`src/rtl/cordic_pkg.sv`:
```
// Shared constants, encodings and arctangent table for the CORDIC engine.
package cordic_pkg;

   localparam int W        = 16;
   localparam int GUARD    = 2;
   localparam int MAX_ITER = 12;
   localparam int IDX_W    = $clog2(MAX_ITER);

   localparam logic MODE_ROT = 1'b0;
   localparam logic MODE_VEC = 1'b1;

   typedef enum logic [1:0] {
      ST_IDLE = 2'd0,
      ST_RUN  = 2'd1,
      ST_DONE = 2'd2
   } state_t;

   // round(256 * atan(2^-i)) in degrees, Q8.8
   localparam logic [15:0] ATAN_TABLE [0:MAX_ITER-1] = '{
      16'd11520, 16'd6801, 16'd3593, 16'd1824, 16'd916, 16'd458,
      16'd229,   16'd115,  16'd57,   16'd29,   16'd14,  16'd7
   };

endpackage

```
`src/rtl/cordic_atan_rom.sv`:
```
// Combinational lookup of the micro-rotation angle for a given iteration index.
module cordic_atan_rom
   import cordic_pkg::*;
#(
   parameter int OUT_W = cordic_pkg::W + cordic_pkg::GUARD
) (
   input  logic [IDX_W-1:0] iter,
   output logic [OUT_W-1:0] atan
);

   always_comb begin
      atan = '0;
      for (int k = 0; k < MAX_ITER; k++) begin
         if (iter == IDX_W'(k)) begin
            atan = OUT_W'(ATAN_TABLE[k]);
         end
      end
   end

endmodule

```
`src/rtl/cordic_iter_engine.sv`:
```
// Sequential CORDIC engine: one micro-rotation per clock, N_ITER rotations per operation.
// Gain is not compensated here; results are saturated back to W bits on completion.
module cordic_iter_engine #(
   parameter int W      = cordic_pkg::W,
   parameter int GUARD  = cordic_pkg::GUARD,
   parameter int N_ITER = 6
) (
   input  logic         clk,
   input  logic         rst,
   input  logic         start,
   input  logic         mode,
   input  logic [W-1:0] x_init,
   input  logic [W-1:0] y_init,
   input  logic [W-1:0] z_init,
   output logic         busy,
   output logic         done,
   output logic [W-1:0] x_out,
   output logic [W-1:0] y_out,
   output logic [W-1:0] z_out
);
   import cordic_pkg::*;

   localparam int IW = W + GUARD;
   localparam logic [IDX_W-1:0] LAST_ITER = IDX_W'(N_ITER - 1);
   localparam logic signed [IW-1:0] SAT_MAX = IW'(2 ** (W - 1) - 1);
   localparam logic signed [IW-1:0] SAT_MIN = ~SAT_MAX;

   generate
      if ((N_ITER < 1) || (N_ITER > MAX_ITER)) begin : g_bad_iter
         $error("cordic_iter_engine: N_ITER must be in 1..12");
      end
   endgenerate

   state_t state_reg, state_next;
   logic                   mode_reg;
   logic [IDX_W-1:0]       iter_reg;
   logic signed [IW-1:0]   x_reg, y_reg, z_reg;
   logic signed [IW-1:0]   x_next, y_next, z_next;
   logic signed [IW-1:0]   x_sh, y_sh;
   logic [IW-1:0]          atan_val;
   logic                   dir_pos;
   logic                   load;
   logic [W-1:0]           x_out_reg, y_out_reg, z_out_reg;

   function automatic logic [W-1:0] sat(input logic signed [IW-1:0] v);
      if (v > SAT_MAX) begin
         return SAT_MAX[W-1:0];
      end else if (v < SAT_MIN) begin
         return SAT_MIN[W-1:0];
      end
      return v[W-1:0];
   endfunction

   cordic_atan_rom #(.OUT_W(IW)) u_atan_rom (
      .iter (iter_reg),
      .atan (atan_val)
   );

   // A new operation may start from IDLE or directly from the DONE cycle.
   assign load = start && ((state_reg == ST_IDLE) || (state_reg == ST_DONE));

   always_comb begin
      state_next = state_reg;
      case (state_reg)
         ST_IDLE: if (start) state_next = ST_RUN;
         ST_RUN:  if (iter_reg == LAST_ITER) state_next = ST_DONE;
         ST_DONE: state_next = start ? ST_RUN : ST_IDLE;
         default: state_next = ST_IDLE;
      endcase
   end

   always_comb begin
      busy = (state_reg == ST_RUN);
      done = (state_reg == ST_DONE);
   end

   // Zero counts as positive for z (rotation) and as non-negative for y (vectoring).
   always_comb begin
      dir_pos = (mode_reg == MODE_ROT) ? ~z_reg[IW-1] : y_reg[IW-1];
      x_sh    = x_reg >>> iter_reg;
      y_sh    = y_reg >>> iter_reg;
      if (dir_pos) begin
         x_next = x_reg - y_sh;
         y_next = y_reg + x_sh;
         z_next = z_reg - $signed(atan_val);
      end else begin
         x_next = x_reg + y_sh;
         y_next = y_reg - x_sh;
         z_next = z_reg + $signed(atan_val);
      end
   end

   always_ff @(posedge clk) begin
      if (rst) begin
         state_reg <= ST_IDLE;
         mode_reg  <= MODE_ROT;
         iter_reg  <= '0;
         x_reg     <= '0;
         y_reg     <= '0;
         z_reg     <= '0;
         x_out_reg <= '0;
         y_out_reg <= '0;
         z_out_reg <= '0;
      end else begin
         state_reg <= state_next;
         if (load) begin
            x_reg    <= IW'($signed(x_init));
            y_reg    <= IW'($signed(y_init));
            z_reg    <= IW'($signed(z_init));
            mode_reg <= mode;
            iter_reg <= '0;
         end else if (state_reg == ST_RUN) begin
            x_reg    <= x_next;
            y_reg    <= y_next;
            z_reg    <= z_next;
            iter_reg <= iter_reg + 1'b1;
            if (iter_reg == LAST_ITER) begin
               x_out_reg <= sat(x_next);
               y_out_reg <= sat(y_next);
               z_out_reg <= sat(z_next);
            end
         end
      end
   end

   assign x_out = x_out_reg;
   assign y_out = y_out_reg;
   assign z_out = z_out_reg;

endmodule

```
`config.mk`:
```
export PLATFORM = sky130hd
export DESIGN_NAME = cordic_iter_engine
export DESIGN_NICKNAME = d
export VERILOG_FILES = /design/src/rtl/cordic_pkg.sv /design/src/rtl/cordic_atan_rom.sv /design/src/rtl/cordic_iter_engine.sv
export SDC_FILE = /design/constraint.sdc
export NUM_CORES = 1
export LEC_CHECK = 0
export ABC_AREA = 0
export CAP_MARGIN = 20
export CORE_ASPECT_RATIO = 0.5
export CORE_MARGIN = 1
export CORE_UTILIZATION = 54
export CTS_CLUSTER_DIAMETER = 100
export CTS_CLUSTER_SIZE = 20
export DETAILED_ROUTE_END_ITERATION = 8
export PLACE_DENSITY = 0.76
export SLEW_MARGIN = 40
export SYNTH_ARGS = -nofsm -noshare
export SYNTH_HDL_FRONTEND = slang
export SYNTH_HIERARCHICAL = 1
export SYNTH_SLANG_ARGS = --single-unit
```
`constraint.sdc`:
```
create_clock -name clk -period 5.5 [get_ports clk]
set_clock_uncertainty 0.1 [all_clocks]
set_input_delay 0.55 -clock clk [delete_from_list [all_inputs] [get_ports clk]]
set_output_delay 0.55 -clock clk [all_outputs]
set_load 0.03 [all_outputs]
```
# Word-level counts from Yosys, hierarchy flattened
# Cells that the tools add are included.
# word_totals
register_bits	109
in_bits	52
output_inout_bits	50
elab_cells	102
# op_classes
addsub	7
magnitude_cmp	6
eq_ne	15
n_shift	2
muxes	53
bitwise	2
n_reduce_logical	8
# ops
cell	n
$mux W14	12
$mux W18	9
$mux W16	9
$add A18 B18 Y18	3
$gt A18 B16 Y1 const B	3
$lt A18 B16 Y1 const B	3
$sub A18 B18 Y18	3
$sshr A18 B4 Y18	2
$mux W1	20
$eq A4 B3 Y1 const B	4
$eq A4 B4 Y1 const B	4
$eq A4 B2 Y1 const B	2
$pmux W2 S3	1
$add A4 B1 Y4 const B	1
$eq A4 B1 Y1 const B	1
$logic_not A4 Y1	1
$mux W2	2
$reduce_and A3 Y1	1
$eq A2 B1 Y1 const B	1
$eq A2 B2 Y1 const B	1
$logic_not A2 Y1	1
$ne A2 B1 Y1 const B	1
$ne A2 B2 Y1 const B	1
$not A1 Y1	2
other kinds (5)	5

# Depth between registers and ports, before layout
# depth
depth_word	23
depth_mapped	25
depth_no_buf	21

# Hierarchy
# Netlist, hierarchy kept.
# by_module_without_submodules
module	n_inst	cells_per_inst	area_per_inst_um2	seq_area_each_um2
cordic_iter_engine	1	1240	10214.8	2182.1
cordic_atan_rom	1	43	275.3	0.0

# Worst setup path before layout
# No wires, ideal clock.
# synth_path
kind	register to register
start	register iter_reg[0]
end	register y_out_reg[13] (netlist: y_out[13])
setup_ns	0.080
arrival_time_ns	5.087
required_time_ns	5.320
path_slack_ns	0.232
stages_incl_launch_ff	20
path_buffers	2
synth_period_minus_slack_ns	5.268
cell_sequence	dfxtp_1 > buf_6 > mux4_2 > mux4_2 > a2111oi_4 > and2_2 > a21oi_1 > xnor2_1 > ha_1 > a211oi_1 > a221oi_1 > nor3_1 > o41ai_1 > nand2_1 > nand2_1 > a21oi_1 > xnor2_4 > buf_6 > o21ai_1 > a211oi_2
# synth_via
elab_chain_len	11
elab_cells_between_ends	16
classes_between	add/sub: 2; order compare: 2; eq/ne: 1; shift: 1; mux: 9; reduce/logical: 1
# synth_lines
item	line_no	rtl
from (decl)	cordic_iter_engine.sv:36	logic [IDX_W-1:0] iter_reg;
from (signal assigned)	cordic_iter_engine.sv:116	iter_reg <= iter_reg + 1'b1;
$sshr A18 B4 Y18	cordic_iter_engine.sv:80	x_sh = x_reg >>> iter_reg;
$sub A18 B18 Y18 or $add A18 B18 Y18 (tied branches)	cordic_iter_engine.sv:88, cordic_iter_engine.sv:84	
$mux W18	cordic_iter_engine.sv:82	if (dir_pos) begin
$lt A18 B16 Y1	cordic_iter_engine.sv:48	end else if (v < SAT_MIN) begin
$mux W1	cordic_iter_engine.sv:48	
$mux W1	cordic_iter_engine.sv:46	if (v > SAT_MAX) begin
$mux W1	cordic_iter_engine.sv:117	if (iter_reg == LAST_ITER) begin
$mux W1	cordic_iter_engine.sv:112	end else if (state_reg == ST_RUN) begin
$mux W1	cordic_iter_engine.sv:106	if (load) begin
$mux W1	cordic_iter_engine.sv:94	if (rst) begin
$mux W16	cordic_iter_engine.sv:51	return v[W-1:0];
to (signal assigned)	cordic_iter_engine.sv:119	y_out_reg <= sat(y_next);
to (decl)	cordic_iter_engine.sv:43	logic [W-1:0] x_out_reg, y_out_reg, z_out_reg;
# Several ways; a longest one is shown, not always the timed one. The select of a mux whose other input is x is not followed.
# A chain may end at the register's enable or synchronous reset.

# Worst setup path in the final report
# layout_path
start	register iter_reg[0]
end	register y_out_reg[2] (netlist: y_out[2])
# Same word-level chain as after synthesis.

==> metrics <==
pin count of the biggest net entering global routing 66; post-DP HPWL 26.6 mm; drt pass-1 iters 5; Die H 101 um; post-synthesis sequential area ratio between 20% and 30%; Relative slew margins a little under half; DR vias 10602; die area 0.0200 sq mm; TritonCTS buffer count 9; Final Worst Setup Slack 0.208 ns; crit path time final 5.29 ns; number of H-tree levels 3; number of global-route vias before repair 9918; Critical Path Source Type register; clk buf depth 2; Crit Path Category reg2reg; Initial Util 56.1%; Pleak roughly 4.8 nW; Reg2Reg Depth 18; Slew @ Worst Pin 0.810 ns; clock root buffer master clkbuf_16; Antenna Nets Post-Route 0; Fmax 189 MHz; Worst R2R Setup Slack 0.21 ns; Setup crit end y_out[2]$_SDFFE_PP0P_; final worst path period share 96.2%; layout cell share with drive strength beyond 1 15.1%; CTS tree built; Hold Slack roughly 0.40 ns; cell row count 35; status complete, no violations; Die Wd around 200 um; GRT Total Usage 36.0%; worst flop-to-flop path startpoint iter_reg[0]$_SDFFE_PP0P_; grt total ovfl 0; Top Ports 102; Final Slew Violations 0; RSZ-0062 raised after global routing yes; Post-DP Area 0.0119 sq mm; Fin. Hold Viols 0; Final Power 0.00541 W; Synth Cell Area ~0.010 sq mm; Post-Syn Instances 1283; Critical Path RT 5.68 ns; I/O Buffers 101; first-pass GRT wire length 55.4 mm; GPL Wtd Cong 1.02; DRT iter0 DRCs 1032; fin util 66.7%; Post-Syn Area per Cell 8.18 sq um; drt total wl 35.8 mm; Post-synth EDFFs 0; final instance area 0.0125 sq mm; Area Overhead vs Synth 18.8%; clk sinks 109; clk slew on worst S/H paths 0.09 ns; min-delay worst type reg2reg; synth warn 6; initial antenna violation count 1; Worst Setup End Kind register; Cell variety after synth 96; Synth Register Bits 109; later-pin clock latency in the skew report 0.38 ns; Post-Place Setup Slack -0.0666 ns; Via density between 6 and 7; WL/cell 21.6 um; # Max-Cap Violations 0; maximum vdd drop approximately 0.00022 V; r2r endpoint y_out[2]$_SDFFE_PP0P_; top_reg_cell synth dfxtp_1; crit path from iter_reg[0]$_SDFFE_PP0P_; final setup violation count 0; Final nets about 1500; crit path max fanout 15; pwr/cell area between 400 and 500 mW/mm^2; drc violations 0; asr flop ratio synth 0%; Core Area 0.0187 sq mm; Worst EP arrival 5.47 ns
## worst min-delay path by stage
| stage | from | end | cells past startpoint |
|---|---|---|---|
| after floorplan | z_reg[2]$_SDFFE_PP0P_ | z_reg[2]$_SDFFE_PP0P_ | 2 |
| after global placement | z_reg[2]$_SDFFE_PP0P_ | z_reg[2]$_SDFFE_PP0P_ | 2 |
| after detailed placement | z_reg[2]$_SDFFE_PP0P_ | z_reg[2]$_SDFFE_PP0P_ | 2 |
| after CTS | z_out[14]$_SDFFE_PP0P_ | z_out[14]$_SDFFE_PP0P_ | 2 |
| after global routing | z_reg[2]$_SDFFE_PP0P_ | z_reg[2]$_SDFFE_PP0P_ | 2 |
| final | z_out[14]$_SDFFE_PP0P_ | z_out[14]$_SDFFE_PP0P_ | 2 |
## power breakdown
group / internal (W) / total, W / switching, W
Clock: 0.000344 / 0.000692 / 0.000348
Combinational: 0.00152 / 0.00370 / 0.00219
Sequential: 0.000870 / 0.00101 / 0.000141
## critical path, stage by stage, from the launching register on
cell and delay [ns]:
dfxtp_4 0.46, mux4_1 0.60, mux4_2 0.54, a2111oi_4 0.40
and2_2 0.25, a21oi_1 0.08, xnor2_1 0.22, ha_1 0.30
a211oi_2 0.26, a221oi_1 0.15, nor3_1 0.24, o41ai_1 0.11
buf_4 0.18, or2_2 0.29, or3_1 0.31, nand4_1 0.10
buf_4 0.20, o21ai_0 0.10, a211oi_1 0.28
## cells by family (layout without fill, tap and decap cells)
| group | count (synthesis) | in the layout | synth area share [%] |
|---|---|---|---|
| AOI/OAI and AO/OA | 411 | 411 | 27.3 |
| muxes | 85 | 85 | 12.2 |
| DFF | 109 | 109 | 20.8 |
| and+or+nand+nor | 397 | 397 | 17.4 |
| adders and majority gates | 59 | 59 | 7.25 |
| buffers and inverters | 123 | 233 | 6.52 |
| other | 1 | 5 | 0.0357 |
| xor gates and xnor gates | 98 | 98 | 8.43 |
## through the flow
| step | instances | setup TNS (ns) |
|---|---|---|
| 3_3_place_gp | 1623 | -0.000993 |
| 6_report | 1656 | 0 |
| 3_5_place_dp | 1624 | -0.0955 |
| 2_1_floorplan | 1286 | 0 |
| 4_1_cts | 1640 | 0 |
| 5_1_grt | 1655 | -0.0790 |
## placed cells by master, fill, tap and decap left out, drive strengths merged, types with 20 or more instances in the layout
cell,count
dfxtp,109
nor2,129
a22oi,46
o31ai,20
buf,83
mux2i,33
mux2,22
xnor2,62
clkdlybuf4s50,100
a21oi,100
nand2b,25
inv,35
a211oi,52
nand2,135
xor2,36
ha,56
nor3,21
o21ai,58
mux4,30
a21o,22
## cell usage after synthesis, types with 15 or more instances
master / number / share of area, %
o21a_1: 15 / 1.1
nor3_1: 21 / 1.0
mux4_2: 25 / 5.4
a21o_1: 21 / 1.5
xnor2_1: 61 / 5.1
buf_6: 17 / 1.8
inv_1: 31 / 1.1
clkbuf_1: 42 / 1.5
xor2_1: 35 / 2.9
nor2b_1: 16 / 0.95
dfxtp_1: 109 / 21
ha_1: 56 / 6.7
mux2i_1: 32 / 3.1
nand2_1: 135 / 4.8
o21ai_0: 46 / 2.2
o31ai_1: 20 / 1.4
nand2b_1: 25 / 1.5
mux2_2: 21 / 2.3
a31oi_1: 18 / 1.1
nor2_1: 127 / 4.5
a22oi_1: 46 / 3.3
a211oi_1: 42 / 3.0
a21oi_1: 100 / 4.8
## per-layer routing
metal,global-route usage [%],wire length [um],vias to the layer above,part of all wire (%)
met4,9.94,606,0,1.7
met2,52.7,15000,516,42
met3,7.49,4080,48,11
met1,52.9,16100,5085,45
li1,-,-,4953,-
met5,0,0,-,0
## cell type report
type,instances,area [sq um]
flip-flops and latches,109,2190
fillers,1608,6240
diodes,1,2.50
clock inverters,5,52.6
well taps,259,324
inverters,33,124
multi-input cells,1054,7750
repair buffers,184,1760
clock buffers,11,253
## repair_timing
item                                    4_1_cts  5_1_grt
endpoints found under the setup margin       24       47
hold buffers                                  0        0
pin swaps                                     0        1
resized for setup                             4       30
buffers inserted                              0       13
cloned                                        0        2
No activity file was read; power rests on OpenSTA's default activity.
==> edit 1 (config.mk and constraints unchanged) <==
The package constant `W` goes from 16 to 15.
--- a/src/rtl/cordic_pkg.sv
+++ b/src/rtl/cordic_pkg.sv
@@ -1,7 +1,7 @@
 // Shared constants, encodings and arctangent table for the CORDIC engine.
 package cordic_pkg;
 
-   localparam int W        = 16;
+   localparam int W        = 15;
    localparam int GUARD    = 2;
    localparam int MAX_ITER = 12;
    localparam int IDX_W    = $clog2(MAX_ITER);
Interface: changed (6 resized); port bits go from 102 to 96. The function was not compared with the original's and may differ.
==> edit 1 against the original RTL <==
Clock power increased by 8.4%. Critical path depth increased by 6. Count of clock-buffer cells in the layout unchanged. Final cell count decreased by 2.5%. Sequential share of layout area decreased by 0.29 points. Routed wire length decreased by 4.1%. Sequential power decreased by 4%. Fmax increased by 1.1%. Hold slack got worse by 0.041 ns. Total power decreased by 1.3%. Design area decreased by 3.9%. Area after synthesis decreased by 7.8%. Sequential cell count decreased by 6. Worst setup slack improved by 0.057 ns. Largest cell class unchanged. Largest power group unchanged. Highest routed layer unchanged.
==> edit 1: results (changes against the original RTL) <==
* R2R Path End: y_out[1]$_SDFFE_PP0P_
* Slack of the worst reg-to-reg path at 0.26 ns (+0.06 ns)
* TritonRoute pass-1 iters at 7 (+2)
* Worst Path Max Fanout at 14 (-1)
* Wire length of the first global-routing pass at 52030 um (-6.2%)
* Sequential cell count of the final layout at 103 (-5.5%)
* Vias at 10410 (-1.8%)
* XOR/XNOR Fraction of Synth Area at 0.07940 (-0.004927)
* Wl on met1 at 15450 um (-4.1%)
* Combined area of the multi-input logic cells at 0.007343 sq mm (-5.2%)
* Period utilisation layout at 0.9519 (-0.01028)
* Met3 capacity usage during global routing at 0.1056 (+0.03065)
* Arrival time of data at the critical path endpoint at 5.41 ns (-0.06 ns)
* First-iteration detailed-routing DRC count at 1098 (+6.4%)
* Number of inverters outside the clock class in the layout at 44 (+33%)
* Library cells used by synthesis at 74 (-23%)
* Overall global routing resource usage at 0.3620 (+0.002138)
* Total number of nets in the final design at 1483 (-1.3%)
* Run status: completed
* Area share of fa/ha/maj cells after synthesis at 0.07604 (+0.003519)
* Portion of netlist area occupied by mux cells at 0.1133 (-0.009214)
* Dpl ws at -0.2215 ns (-0.1549 ns)
* Depth of the most critical reg-to-reg path at 24 (+6)
* Worst-case hold slack at 0.3582 ns (-0.04134 ns)
* Width of the chip at 191.3 um (-3.9%)
* Pin count of the biggest net entering global routing at 52 (-21%)
* Multi-input combinational cell count at 1029 (-2.4%)
* Normalized max-slew margin at 0.4761 (+0.01637)
* Number of buffers other than clock buffers in the final layout at 190 (+3.3%)
* Count of input and output buffers at 95 (-5.9%)
* Launching point of the worst reg2reg path: iter_reg[1]$_SDFFE_PP0P_
* Detailed-route wire length at 34340 um (-4.1%)
* Peak per-stage delay on the critical path at 0.53 ns (-0.07 ns)
* Largest cells by area after synthesis: sky130_fd_sc_hd__dfxtp_1, sky130_fd_sc_hd__mux4_2, sky130_fd_sc_hd__ha_1, sky130_fd_sc_hd__nand2_1, sky130_fd_sc_hd__a21oi_1
[edit 1: cell count changes in the layout (fill, tap and decap cells not counted), moves of 10 or more]
| cell | unedited run | this run |
|---|---|---|
| sky130_fd_sc_hd__nand2_1 | 135 | 165 |
| sky130_fd_sc_hd__a211oi_1 | 38 | 14 |
| sky130_fd_sc_hd__o21ai_0 | 43 | 62 |
| sky130_fd_sc_hd__o31ai_1 | 20 | 3 |
| sky130_fd_sc_hd__mux2_2 | 21 | 5 |
| sky130_fd_sc_hd__a311oi_1 | 1 | 15 |
| sky130_fd_sc_hd__a31oi_1 | 17 | 30 |
| sky130_fd_sc_hd__buf_4 | 73 | 85 |
| sky130_fd_sc_hd__mux2i_1 | 30 | 19 |
| sky130_fd_sc_hd__a21o_1 | 21 | 11 |
| sky130_fd_sc_hd__inv_1 | 30 | 40 |
| sky130_fd_sc_hd__mux4_2 | 25 | 35 |
==> edit 2 (config.mk and constraints unchanged) <==
Without the edit above. Reset style: asynchronous (`rst`), changed in one clocked block.
--- a/src/rtl/cordic_iter_engine.sv
+++ b/src/rtl/cordic_iter_engine.sv
@@ -90,7 +90,7 @@
       end
    end
 
-   always_ff @(posedge clk) begin
+   always_ff @(posedge clk or posedge rst) begin
       if (rst) begin
          state_reg <= ST_IDLE;
          mode_reg  <= MODE_ROT;
Check against the original RTL: differs if rst is asserted again (counterexample within 4 cycles, from zero or initial values and one cycle with rst high); with rst held inactive, the same outputs for 4 cycles.
==> edit 2 against the original RTL <==
Design area up 0.69%. First-iteration DRC count down 23%. Synthesized cell count down 6.5%. Area after synthesis down 1.5%. Via count down 4.8%. Count of clock-buffer cells in the layout down 2. Global-route usage down 2.1 points. Worst setup slack better by 0.0022 ns. Sequential cell count unchanged. Routed wire length down 7.1%. Critical path type unchanged. Highest routed layer unchanged.
Power is not shown: default switching activity piles up to over one toggle a cycle in this logic, so the estimate is an artifact.
==> edit 2: results (changes against the original RTL) <==
* Part of the Yosys area used for sequential elements at 0.2640 (+0.05594)
* Number of placed cells counting well taps at 1572 (-3.2%)
* Largest cells by area after synthesis: sky130_fd_sc_hd__dfrtp_1, sky130_fd_sc_hd__mux4_2, sky130_fd_sc_hd__ha_1, sky130_fd_sc_hd__xnor2_1, sky130_fd_sc_hd__nand2_1
* Detailed-route wire length at 33270 um (-7.1%)
* Wl on met1 at 15700 um (-2.5%)
* Transition time of the tightest slew-check pin at 0.7283 ns (-0.08208 ns)
* Pin count of the biggest net entering global routing at 78 (+18%)
* Overall global routing resource usage at 0.3393 (-0.02054)
* Dpl ws at 0.05430 ns (+0.1209 ns)
* Top_reg_cell synth: sky130_fd_sc_hd__dfrtp_1
* Final routed wire length divided by cell count at 20.83 um (-3.6%)
* Mapped Avg Cell Area at 8.619 sq um (+5.4%)
* Number of antenna violations at the first check in global routing at 0 (-1)
* First-iteration detailed-routing DRC count at 792 (-23%)
* Min-delay src: x_out[15]$_DFFE_PP0P_
* Worst-case hold slack at 0.3838 ns (-0.01578 ns)
* Vias in the first global route at 9595 (-3.3%)
* Arrival time of data at the critical path endpoint at 5.49 ns (+0.02 ns)
* Post-detailed-route via-to-cell ratio at 6.322 (-1.2%)
* Run status: completed
* Met3 capacity usage during global routing at 0.08636 (+0.01142)
* Launching point of the worst reg2reg path: iter_reg[1]$_DFFE_PP0P_
* Total number of nets in the final design at 1444 (-3.9%)
* Area of placed instances at 0.01205 sq mm (+1.3%)
* Share of layout cells above drive strength 1 at 0.1577 (+0.006552)
* Most used standard cells in the synthesized netlist: sky130_fd_sc_hd__nand2_1, sky130_fd_sc_hd__dfrtp_1, sky130_fd_sc_hd__nor2_1, sky130_fd_sc_hd__o21ai_0, sky130_fd_sc_hd__a21oi_1
* Wire length of the first global-routing pass at 52210 um (-5.8%)
* Hold endpoint: x_out[15]$_DFFE_PP0P_
* DP HPWL at 24730 um (-7.0%)
* Number of diodes added for antenna fixing at 0 (-1)
* Global-route met1 utilization at 0.5091 (-0.01945)
* Met2 GRT Util at 0.4927 (-0.03452)
* Met3 Routed Length at 3288 um (-19%)
* Fill cell instance count of the final layout at 1564 (-2.7%)
* Final Wtd Congestion at 0.9750 (-4.7%)
* Peak per-stage delay on the critical path at 0.56 ns (-0.04 ns)
* Library cells used by synthesis at 76 (-21%)
* Critical-path cell with the highest stage delay: sky130_fd_sc_hd__xnor2_2
edit 2: cell types whose count changed in the layout (fill, tap and decap cells not counted), moves of 11 or more:
| cell | before | now |
|---|---|---|
| sky130_fd_sc_hd__dfxtp_1 | 106 | 0 |
| sky130_fd_sc_hd__dfrtp_1 | 0 | 105 |
| sky130_fd_sc_hd__o21ai_0 | 43 | 85 |
| sky130_fd_sc_hd__a211oi_1 | 38 | 9 |
| sky130_fd_sc_hd__nor2_1 | 125 | 105 |
| sky130_fd_sc_hd__o211ai_1 | 5 | 25 |
| sky130_fd_sc_hd__a21oi_1 | 100 | 82 |
| sky130_fd_sc_hd__nand2_1 | 135 | 119 |
| sky130_fd_sc_hd__mux2i_1 | 30 | 15 |
| sky130_fd_sc_hd__o31ai_1 | 20 | 7 |
| sky130_fd_sc_hd__a211oi_2 | 14 | 2 |
| sky130_fd_sc_hd__buf_4 | 73 | 84 |
| sky130_fd_sc_hd__mux4_2 | 25 | 36 |
| sky130_fd_sc_hd__o21bai_1 | 3 | 14 |
edit 2: tightest hold or removal path: stages (launching register included):
cell and delay, ns:
sky130_fd_sc_hd__dfrtp_1 0.35, sky130_fd_sc_hd__nand2_1 0.05, sky130_fd_sc_hd__o21ai_0 0.06
edit 2: worst max-delay path by stage:
stage	from	endpoint	slack (ns)
after global routing	iter_reg[1]$_DFFE_PP0P_	y_out[12]$_DFFE_PP0P_	-0.002
after global placement	iter_reg[3]$_DFFE_PP0P_	y_out[11]$_DFFE_PP0P_	0.11
after floorplan	iter_reg[0]$_DFFE_PP0P_	y_out[0]$_DFFE_PP0P_	0.08
after CTS	iter_reg[1]$_DFFE_PP0P_	y_out[12]$_DFFE_PP0P_	0.02
final	iter_reg[1]$_DFFE_PP0P_	y_out[12]$_DFFE_PP0P_	0.21
after detailed placement	iter_reg[1]$_DFFE_PP0P_	y_out[12]$_DFFE_PP0P_	0.05
edit 2: final cells by class:
class                   instances  area, sq um  area share
flip-flops and latches        109         2738      0.2181
inverters                      37        147.6     0.01176
well taps                     259        324.1     0.02582
clock inverters                 7        87.58    0.006979
clock buffers                   9        225.2     0.01795
multi-input cells             983         7234      0.5765
repair buffers                193         1793      0.1429
edit 2: repair_timing:
| item | in CTS | in global routing |
|---|---|---|
| endpoints found under the setup margin | 0 | 45 |
| buffers inserted | 0 | 9 |
| gates resized for setup | 0 | 30 |
edit 2: cell families (layout without fill, tap and decap cells):
family / after synthesis / after routing / synth area share
AO/OA/AOI/OAI: 391 / 391 / 0.2505
XOR/XNOR: 96 / 96 / 0.08282
adder cells (fa/ha/maj): 59 / 59 / 0.07362
buffers and inverters: 110 / 246 / 0.04686
flip-flops: 109 / 109 / 0.2640
multiplexers: 68 / 68 / 0.1145
other: 1 / 4 / 0.0003629
AND/OR/NAND/NOR: 365 / 365 / 0.1673
